### src/rtl/reg_file_8x16_pkg.sv
// Shared constants for the 8x16 architectural register file.
// WIDTH/DEPTH/AW size the array. ZERO_REG is the hard-wired zero index.
// reg_idx_e names R0..R7 for the decode logic and the bench.
package reg_file_8x16_pkg;

  localparam int unsigned WIDTH    = 16;
  localparam int unsigned DEPTH    = 8;
  localparam int unsigned AW       = 3;
  localparam int unsigned ZERO_REG = 0;

  typedef enum logic [AW-1:0] {
    R0 = 3'd0,
    R1 = 3'd1,
    R2 = 3'd2,
    R3 = 3'd3,
    R4 = 3'd4,
    R5 = 3'd5,
    R6 = 3'd6,
    R7 = 3'd7
  } reg_idx_e;

endpackage

### src/rtl/reg_file_8x16_word.sv
// One W-bit register word made of rising-edge D flip-flops with asynchronous clear.
// Each bit has a hold/load mux on its D input, selected by the word enable.
// Ports:
//   clk - clock input
//   rst - asynchronous clear input, active-high
//   en  - load enable input
//   d   - load data input
//   q   - stored word output
module reg_word #(
  parameter int unsigned W = 16
) (
  input  logic         clk,
  input  logic         rst,
  input  logic         en,
  input  logic [W-1:0] d,
  output logic [W-1:0] q
);

  for (genvar b = 0; b < W; b++) begin : g_bit
    logic bit_q;
    logic bit_d;

    assign bit_d = en ? d[b] : bit_q;

    always_ff @(posedge clk or posedge rst) begin
      if (rst) bit_q <= 1'b0;
      else     bit_q <= bit_d;
    end

    assign q[b] = bit_q;
  end

endmodule

### src/rtl/reg_file_8x16.sv
// General-purpose register file: DEPTH x WIDTH, with register 0 hard-wired to zero.
// It has two combinational read ports and one synchronous write port.
// A read of a register being written in the same cycle returns the old value (no bypass).
// Ports:
//   CLK - clock input
//   R   - asynchronous active-high reset input; clears every register
//   WE  - write enable input
//   WA  - write address input
//   WD  - write data input
//   RA1 - read address input, port 1
//   RA2 - read address input, port 2
//   RD1 - read data output, port 1
//   RD2 - read data output, port 2
module reg_file_8x16 #(
  parameter int unsigned WIDTH = reg_file_8x16_pkg::WIDTH,
  parameter int unsigned DEPTH = reg_file_8x16_pkg::DEPTH,
  parameter int unsigned AW    = reg_file_8x16_pkg::AW
) (
  input  logic             CLK,
  input  logic             R,
  input  logic             WE,
  input  logic [AW-1:0]    WA,
  input  logic [WIDTH-1:0] WD,
  input  logic [AW-1:0]    RA1,
  input  logic [AW-1:0]    RA2,
  output logic [WIDTH-1:0] RD1,
  output logic [WIDTH-1:0] RD2
);

  import reg_file_8x16_pkg::*;

  // The decoder covers only the indices that have storage. Index 0 never gets an enable,
  // so writes to it are dropped.
  logic [DEPTH-1:1] we_dec;
  logic [WIDTH-1:0] regs [DEPTH];

  always_comb begin
    we_dec = '0;
    for (int unsigned i = 1; i < DEPTH; i++) begin
      we_dec[i] = WE && (WA == AW'(i));
    end
  end

  assign regs[ZERO_REG] = '0;

  for (genvar i = 1; i < DEPTH; i++) begin : g_word
    reg_word #(
      .W (WIDTH)
    ) u_word (
      .clk (CLK),
      .rst (R),
      .en  (we_dec[i]),
      .d   (WD),
      .q   (regs[i])
    );
  end

  assign RD1 = (RA1 == AW'(ZERO_REG)) ? '0 : regs[RA1];
  assign RD2 = (RA2 == AW'(ZERO_REG)) ? '0 : regs[RA2];

endmodule

### config.mk
export PLATFORM = sky130hd
export DESIGN_NAME = reg_file_8x16
export DESIGN_NICKNAME = d
export VERILOG_FILES = /design/src/rtl/reg_file_8x16_pkg.sv /design/src/rtl/reg_file_8x16_word.sv /design/src/rtl/reg_file_8x16.sv
export SDC_FILE = /design/constraint.sdc
export NUM_CORES = 1
export LEC_CHECK = 0
export BUFFER_PORTS_ARGS = -buffer_cell sky130_fd_sc_hd__buf_2
export CORE_MARGIN = 1.5
export CORE_UTILIZATION = 60
export CTS_BUF_LIST = sky130_fd_sc_hd__clkbuf_4 sky130_fd_sc_hd__clkbuf_8
export CTS_CLUSTER_DIAMETER = 150
export DETAILED_ROUTE_END_ITERATION = 7
export PLACE_DENSITY = 0.83
export SLEW_MARGIN = 20
export SYNTH_ARGS = -nofsm -noshare
export SYNTH_HDL_FRONTEND = slang
export SYNTH_HIERARCHICAL = 1
export SYNTH_SLANG_ARGS = --single-unit
### constraint.sdc
create_clock -name CLK -period 1.36 [get_ports CLK]
set_input_delay 0.136 -clock CLK [delete_from_list [all_inputs] [get_ports CLK]]
set_output_delay 0.136 -clock CLK [all_outputs]
set_load 0.01 [all_outputs]
==> flow_summary.yaml, run 1 <==
setup_path:
  path_max_fanout: 3
  worstSetupEndpointType: "output pin"
  worstPathRequired_ps: 1220
  crit_arrival_ps: 1750
  start_kind: "flop"
  criticalPathCategory: "reg -> out"
timing:
  skew_ps: 0
  maxSlewHeadroom: 0.564
  whs_ps: 73.6
  period_share: 1.39
  fin_ws_ps: -531
  fmax_mhz: 529
  rsz0062_at_grt: "yes"
  finalHoldViolCount: 0
  tightest_slew_ps: 654
  fin_crit_ps: 1890
  maxSlewViolCount: 0
  setup_viol_count_final: 32
power:
  comb_power_share: 0.367
  switchingPower_mw: 3.54
  switching_share: 0.336
  power_density_mw_per_mm2: 1270
  intPower_mw: 7.01
  p_leak_nw: 3.74
  ir_worst_vdd_mv: 0.872
  p_seq_frac: 0.447
  pwr-share-clk: 0.186
global_routing:
  grt_pass1_wl_um: 30100
  grt_max_degree: 22
  antenna_found_initial: 0
  track_usage: 0.304
  overflow: 0
  grt_pass1_vias: 5253
die:
  coreArea_mm2: 0.0125
  io_pins: 60
  die_x_um: 116
  initial_core_util: 0.611
  num_rows: 41
  die_area_mm2: 0.0134
  dieHeight_um: 116
placed_design:
  hpwlAfterDp_um: 12700
  gp_congestion: 0.871
  portBuffers: 59
routing:
  firstDrtPassIters: 5
  wirelength_um: 20200
  vias: 4907
  ant_nets: 0
  wl_per_cell_um: 26.3
  drt_iter0_drc: 423
  drt-vias-per-instance: 6.39
  drc_errors: 0
synthesis:
  synth_cell_type_count: 25
  syn_area_mm2: 0.00764
  yosysWarnings: 6
  synth_cells: 583
  synth_top_area_cell: "dfrtp_1"
  ys_ff_latch: 112
  synth.yosys.seq_area_share: 0.367
  syn_area_per_cell_um2: 13.1
  synth_area_leaders: "dfrtp_1, mux2_4, buf_4"
  netlist.area_leader.share: 0.367
  syn_nets: 611
clock_tree:
  cts_sinks: 112
  clockBufferDepth: 2
  cts_buffers: 9
  h-tree-depth: 3
  clock_latency_ps: 390
  clkTransAtPathRegs_ps: 110
  cts_tree: "built"
  cts_root_buffer: "clkbuf_8"
min_path:
  hp-class: "in -> reg"
layout:
  reg.largest.list: "g_word.u_word/g_bit.bit_q (112)"
  fillers: 845
  area_delta_synth_final_pct: 8.71
  drive_gt1_frac: 0.628
  largest_reg_flops: 112
  regMostFlops: "g_word.u_word/g_bit.bit_q"
  fin_util: 0.664
  antenna_cells: 0
  nets: 619
outcome:
  outcome: "complete, but fails checks"
  violations: "negative setup slack"
run:
  max_cap_viol_count: 0
synthesized netlist by cell type (all sizes together):
library cell  count
and2              1
nor2              6
a211oi           16
mux2            144
a311oi           16
a221oi           48
nand2b            4
and2b             1
clkbuf            5
nand2             2
nor2b            19
nor3              1
mux2i            48
buf             153
dfrtp           112
inv               7
cell type report:
type	count	area, µm²	area share
clock buffers	9	124	0.0149
repair buffers	155	1190	0.144
multi-input cells	306	3890	0.468
flip-flops and latches	112	2800	0.337
clock inverters	7	61.3	0.00738
well taps	172	215	0.0259
inverters	7	26.3	0.00316
timing repair:
item / in CTS / in global routing
endpoints found under the hold margin: 73 / 0
setup endpoints to repair: 32 / 32
pin swaps: 28 / 17
hold buffers: 1 / 0
buffers inserted: 16 / 7
resized for setup: 43 / 17
cells by family after synthesis:
family / after synthesis / share of synthesized area
AOI/OAI and AO/OA: 80 / 0.113
DFF: 112 / 0.367
muxes: 192 / 0.317
buffers and inverters: 165 / 0.178
and+or+nand+nor: 34 / 0.0255
critical path, cell delays in order, from the launching register on:
cell and delay [ps]:
dfrtp_1 430, mux2_4 290, a221oi_2 370, a311oi_1 90, buf_2 170
placed cells by master, fill, tap and decap left out, types with 6 or more instances in the layout:
cell type  synthesis  layout
mux2i_1           48      48
nor2_2             0       6
inv_1              7       7
a211oi_1          16      16
buf_4            117      79
buf_2              9      59
a311oi_1          16      11
buf_12             9      13
mux2_2            44      42
clkbuf_8           0       9
a221oi_4           0      16
a221oi_2          29      32
mux2_4            86     100
nor2b_1           18      17
dfrtp_1          112     112
stage by stage:
stage	cell area, µm²	TNS [ps]	total power [mW]	setup WS, ps	instances
after floorplan	7640	0	7.78	66.0	583
after global placement	7570	-5150	7.68	-258	731
after detailed placement	7570	-5730	7.86	-292	731
after CTS	8130	-12110	10.2	-463	762
after global routing	8310	-13970	11.0	-527	768
final	8310	-12580	10.5	-531	768
per-layer routing:
metal | vias to the layer above | wire, µm | global-route usage
met5 | - | 0 | 0
met4 | 0 | 778 | 0.160
met3 | 61 | 1320 | 0.0669
met2 | 243 | 9710 | 0.489
met1 | 2554 | 8370 | 0.386
li1 | 2049 | - | -
worst paths after layout:
path / startpoint / cells after the start / slack (ps) / to
min reg2reg: g_word[4].u_word/g_bit[9].bit_q / 1 / 550 / g_word[4].u_word/g_bit[9].bit_q
max reg2reg: g_word[3].u_word/g_bit[2].bit_q / 3 / 290 / g_word[3].u_word/g_bit[2].bit_q
min in group asynchronous: R / 3 / 240 / g_word[6].u_word/g_bit[1].bit_q
max: g_word[3].u_word/g_bit[10].bit_q / 4 / -530 / RD1[10]
min: WD[6] / 2 / 70 / g_word[1].u_word/g_bit[6].bit_q
max in group asynchronous: R / 4 / 520 / g_word[7].u_word/g_bit[8].bit_q
power by group through the flow:
stage	Sequential, mW	Combinational (mW)	Clock, mW
3_3_place_gp	4.65	3.03	0
5_1_grt	4.77	4.07	2.12
6_report	4.71	3.87	1.96
3_5_place_dp	4.72	3.14	0
2_1_floorplan	4.40	3.38	0
4_1_cts	4.65	3.59	1.97
Power figures use the tool's default switching activity.
==> run 2, diff against run 1 <==
--- a/config.mk
+++ b/config.mk
@@ -11,6 +11,7 @@
 export CTS_BUF_LIST = sky130_fd_sc_hd__clkbuf_4 sky130_fd_sc_hd__clkbuf_8
 export CTS_CLUSTER_DIAMETER = 150
 export DETAILED_ROUTE_END_ITERATION = 7
+export MAX_ROUTING_LAYER = met4
 export PLACE_DENSITY = 0.83
 export SLEW_MARGIN = 20
 export SYNTH_ARGS = -nofsm -noshare
==> run 2 against run 1 <==
The run still ends with negative setup slack left. Total power down 0.15%. Clock power about the same. Flip-flop and latch count is the same. Via count fell by 0.82%. Critical endpoint is now RD1[5]. Design area is essentially flat. Largest cell class unchanged. Routed wire length shrank 0.26%. Final cell count down 0.13%. Critical path type unchanged. Largest power group unchanged. Critical path depth is 1 higher. Combinational power down 1%.
==> flow_summary.yaml, run 2 (synthesis gave the netlist of run 1 again) <==
routing:
  firstDrtPassIters: 5
  ant_nets: 0
  vias: 4867
  wl_per_cell_um: 26.2
  wirelength_um: 20100
  drt-vias-per-instance: 6.35
  drt_iter0_drc: 299
  drc_errors: 0
layout:
  reg.largest.list: "g_word.u_word/g_bit.bit_q (112)"
  antenna_cells: 0
  final_cell_mix: "dfrtp_1, mux2_4, buf_4, buf_2, mux2i_1"
  largest_reg_flops: 112
  drive_gt1_frac: 0.629
  stdcell_count: 767
  finish.instance_area_mm2: 0.00831
  regMostFlops: "g_word.u_word/g_bit.bit_q"
  area_delta_synth_final_pct: 8.76
  fillers: 872
  nets: 618
  fin_util: 0.664
  layout_commonest_cell: "dfrtp_1"
global_routing:
  grtUsageMet3: 0.0737
  grt_pass1_vias: 5235
  grtUsageMet2: 0.516
  met1_usage: 0.404
  overflow: 0
  track_usage: 0.321
  antenna_found_initial: 0
  grt_pass1_wl_um: 30700
  grt_max_degree: 22
  busiest_layer: "met2"
setup_path:
  crit_arrival_ps: 1700
  criticalPathCategory: "reg -> out"
  worstPathRequired_ps: 1220
  slowest_delay_ps: 420
  cp_cell_sequence: "buf_6 -> mux2_4 -> a221oi_4 -> a311oi_1 -> buf_2"
  path_max_fanout: 2
  slowest_stage: "dfrtp_1"
  start_kind: "flop"
  reg2reg_setup_slack_ps: 310
  worstSetupEndpointType: "output pin"
run:
  max_cap_viol_count: 0
timing:
  maxSlewViolCount: 0
  whs_ps: 69.3
  period_share: 1.35
  setup_tns_ps: -11830
  fmax_mhz: 545
  setup_viol_count_final: 32
  maxSlewHeadroom: 0.551
  skew_ps: 0
  rsz0062_at_grt: "yes"
  fin_crit_ps: 1840
  tightest_slew_ps: 670
  fin_ws_ps: -476
  finalHoldViolCount: 0
power:
  power_density_mw_per_mm2: 1270
  p_leak_nw: 3.74
  ir_worst_vdd_mv: 1.11
clock_tree:
  clock_latency_ps: 390
  cts_root_buffer: "clkbuf_8"
  clkTransAtPathRegs_ps: 110
  clockBufferDepth: 2
  cts_buffers: 9
  cts_sinks: 112
  h-tree-depth: 3
  cts_tree: "built"
placed_design:
  placed_area_mm2: 0.00758
  portBuffers: 59
  gp_congestion: 0.916
  hpwlAfterDp_um: 12900
  post-place-cells: 731
die:
  initial_core_util: 0.611
  die_x_um: 116
  io_pins: 60
  num_rows: 41
  dieHeight_um: 116
  coreArea_mm2: 0.0125
  die_area_mm2: 0.0134
outcome:
  outcome: "complete, but fails checks"
  violations: "negative setup slack"
min_path:
  hp-class: "in -> reg"
[run 2: final cells by class]
| cell class | count | area [µm²] | area share |
|---|---|---|---|
| tap | 172 | 215 | 0.0259 |
| multi-input combinational | 306 | 3880 | 0.467 |
| clock buffer | 10 | 138 | 0.0166 |
| inverter | 7 | 26.3 | 0.00316 |
| timing repair buffer | 154 | 1190 | 0.144 |
| sequential | 112 | 2800 | 0.337 |
| clock inverter | 6 | 52.6 | 0.00632 |
[run 2: through the flow]
stage	power (mW)	worst slack, ps
4_1_cts	10.2	-461
3_5_place_dp	7.88	-275
6_report	10.5	-476
5_1_grt	11.0	-529
2_1_floorplan	7.78	66.0
3_3_place_gp	7.69	-272
[run 2: path summary, 6_finish.rpt]
kind,to,cells after the start,startpoint
min in group asynchronous,g_word[6].u_word/g_bit[15].bit_q,3,R
max in group asynchronous,g_word[7].u_word/g_bit[8].bit_q,4,R
worst min register to register,g_word[4].u_word/g_bit[6].bit_q,1,g_word[4].u_word/g_bit[6].bit_q
worst max register to register,g_word[1].u_word/g_bit[3].bit_q,3,g_word[1].u_word/g_bit[3].bit_q
worst max-delay path,RD1[5],5,g_word[3].u_word/g_bit[5].bit_q
worst min-delay path,g_word[1].u_word/g_bit[6].bit_q,2,WD[6]
[run 2: power by group]
group | total (mW) | internal [mW] | switching (mW) | leakage (nW)
Combinational | 3.83 | 2.23 | 1.59 | 2.31
Sequential | 4.73 | 4.06 | 0.669 | 1.34
Clock | 1.97 | 0.743 | 1.23 | 0.0910
[run 2: repair_timing]
action,CTS,global route
hold endpoints to repair,73,0
buffers inserted,15,6
hold buffers,1,0
pin swaps,30,15
setup endpoints to repair,32,32
gates resized for setup,45,14
gates cloned,0,0
[run 2: critical path: cells and delay by family (launching register included)]
| kind | cells | cell delay, ps |
|---|---|---|
| multiplexers | 1 | 270 |
| buffers and inverters | 2 | 300 |
| AO/OA/AOI/OAI | 2 | 330 |
| flip-flops | 1 | 420 |
[run 2: routing by layer]
layer | part of all wire | vias up
li1 | - | 2044
met1 | 0.42 | 2584
met2 | 0.50 | 195
met3 | 0.053 | 44
met4 | 0.026 | 0
met5 | 0 | -
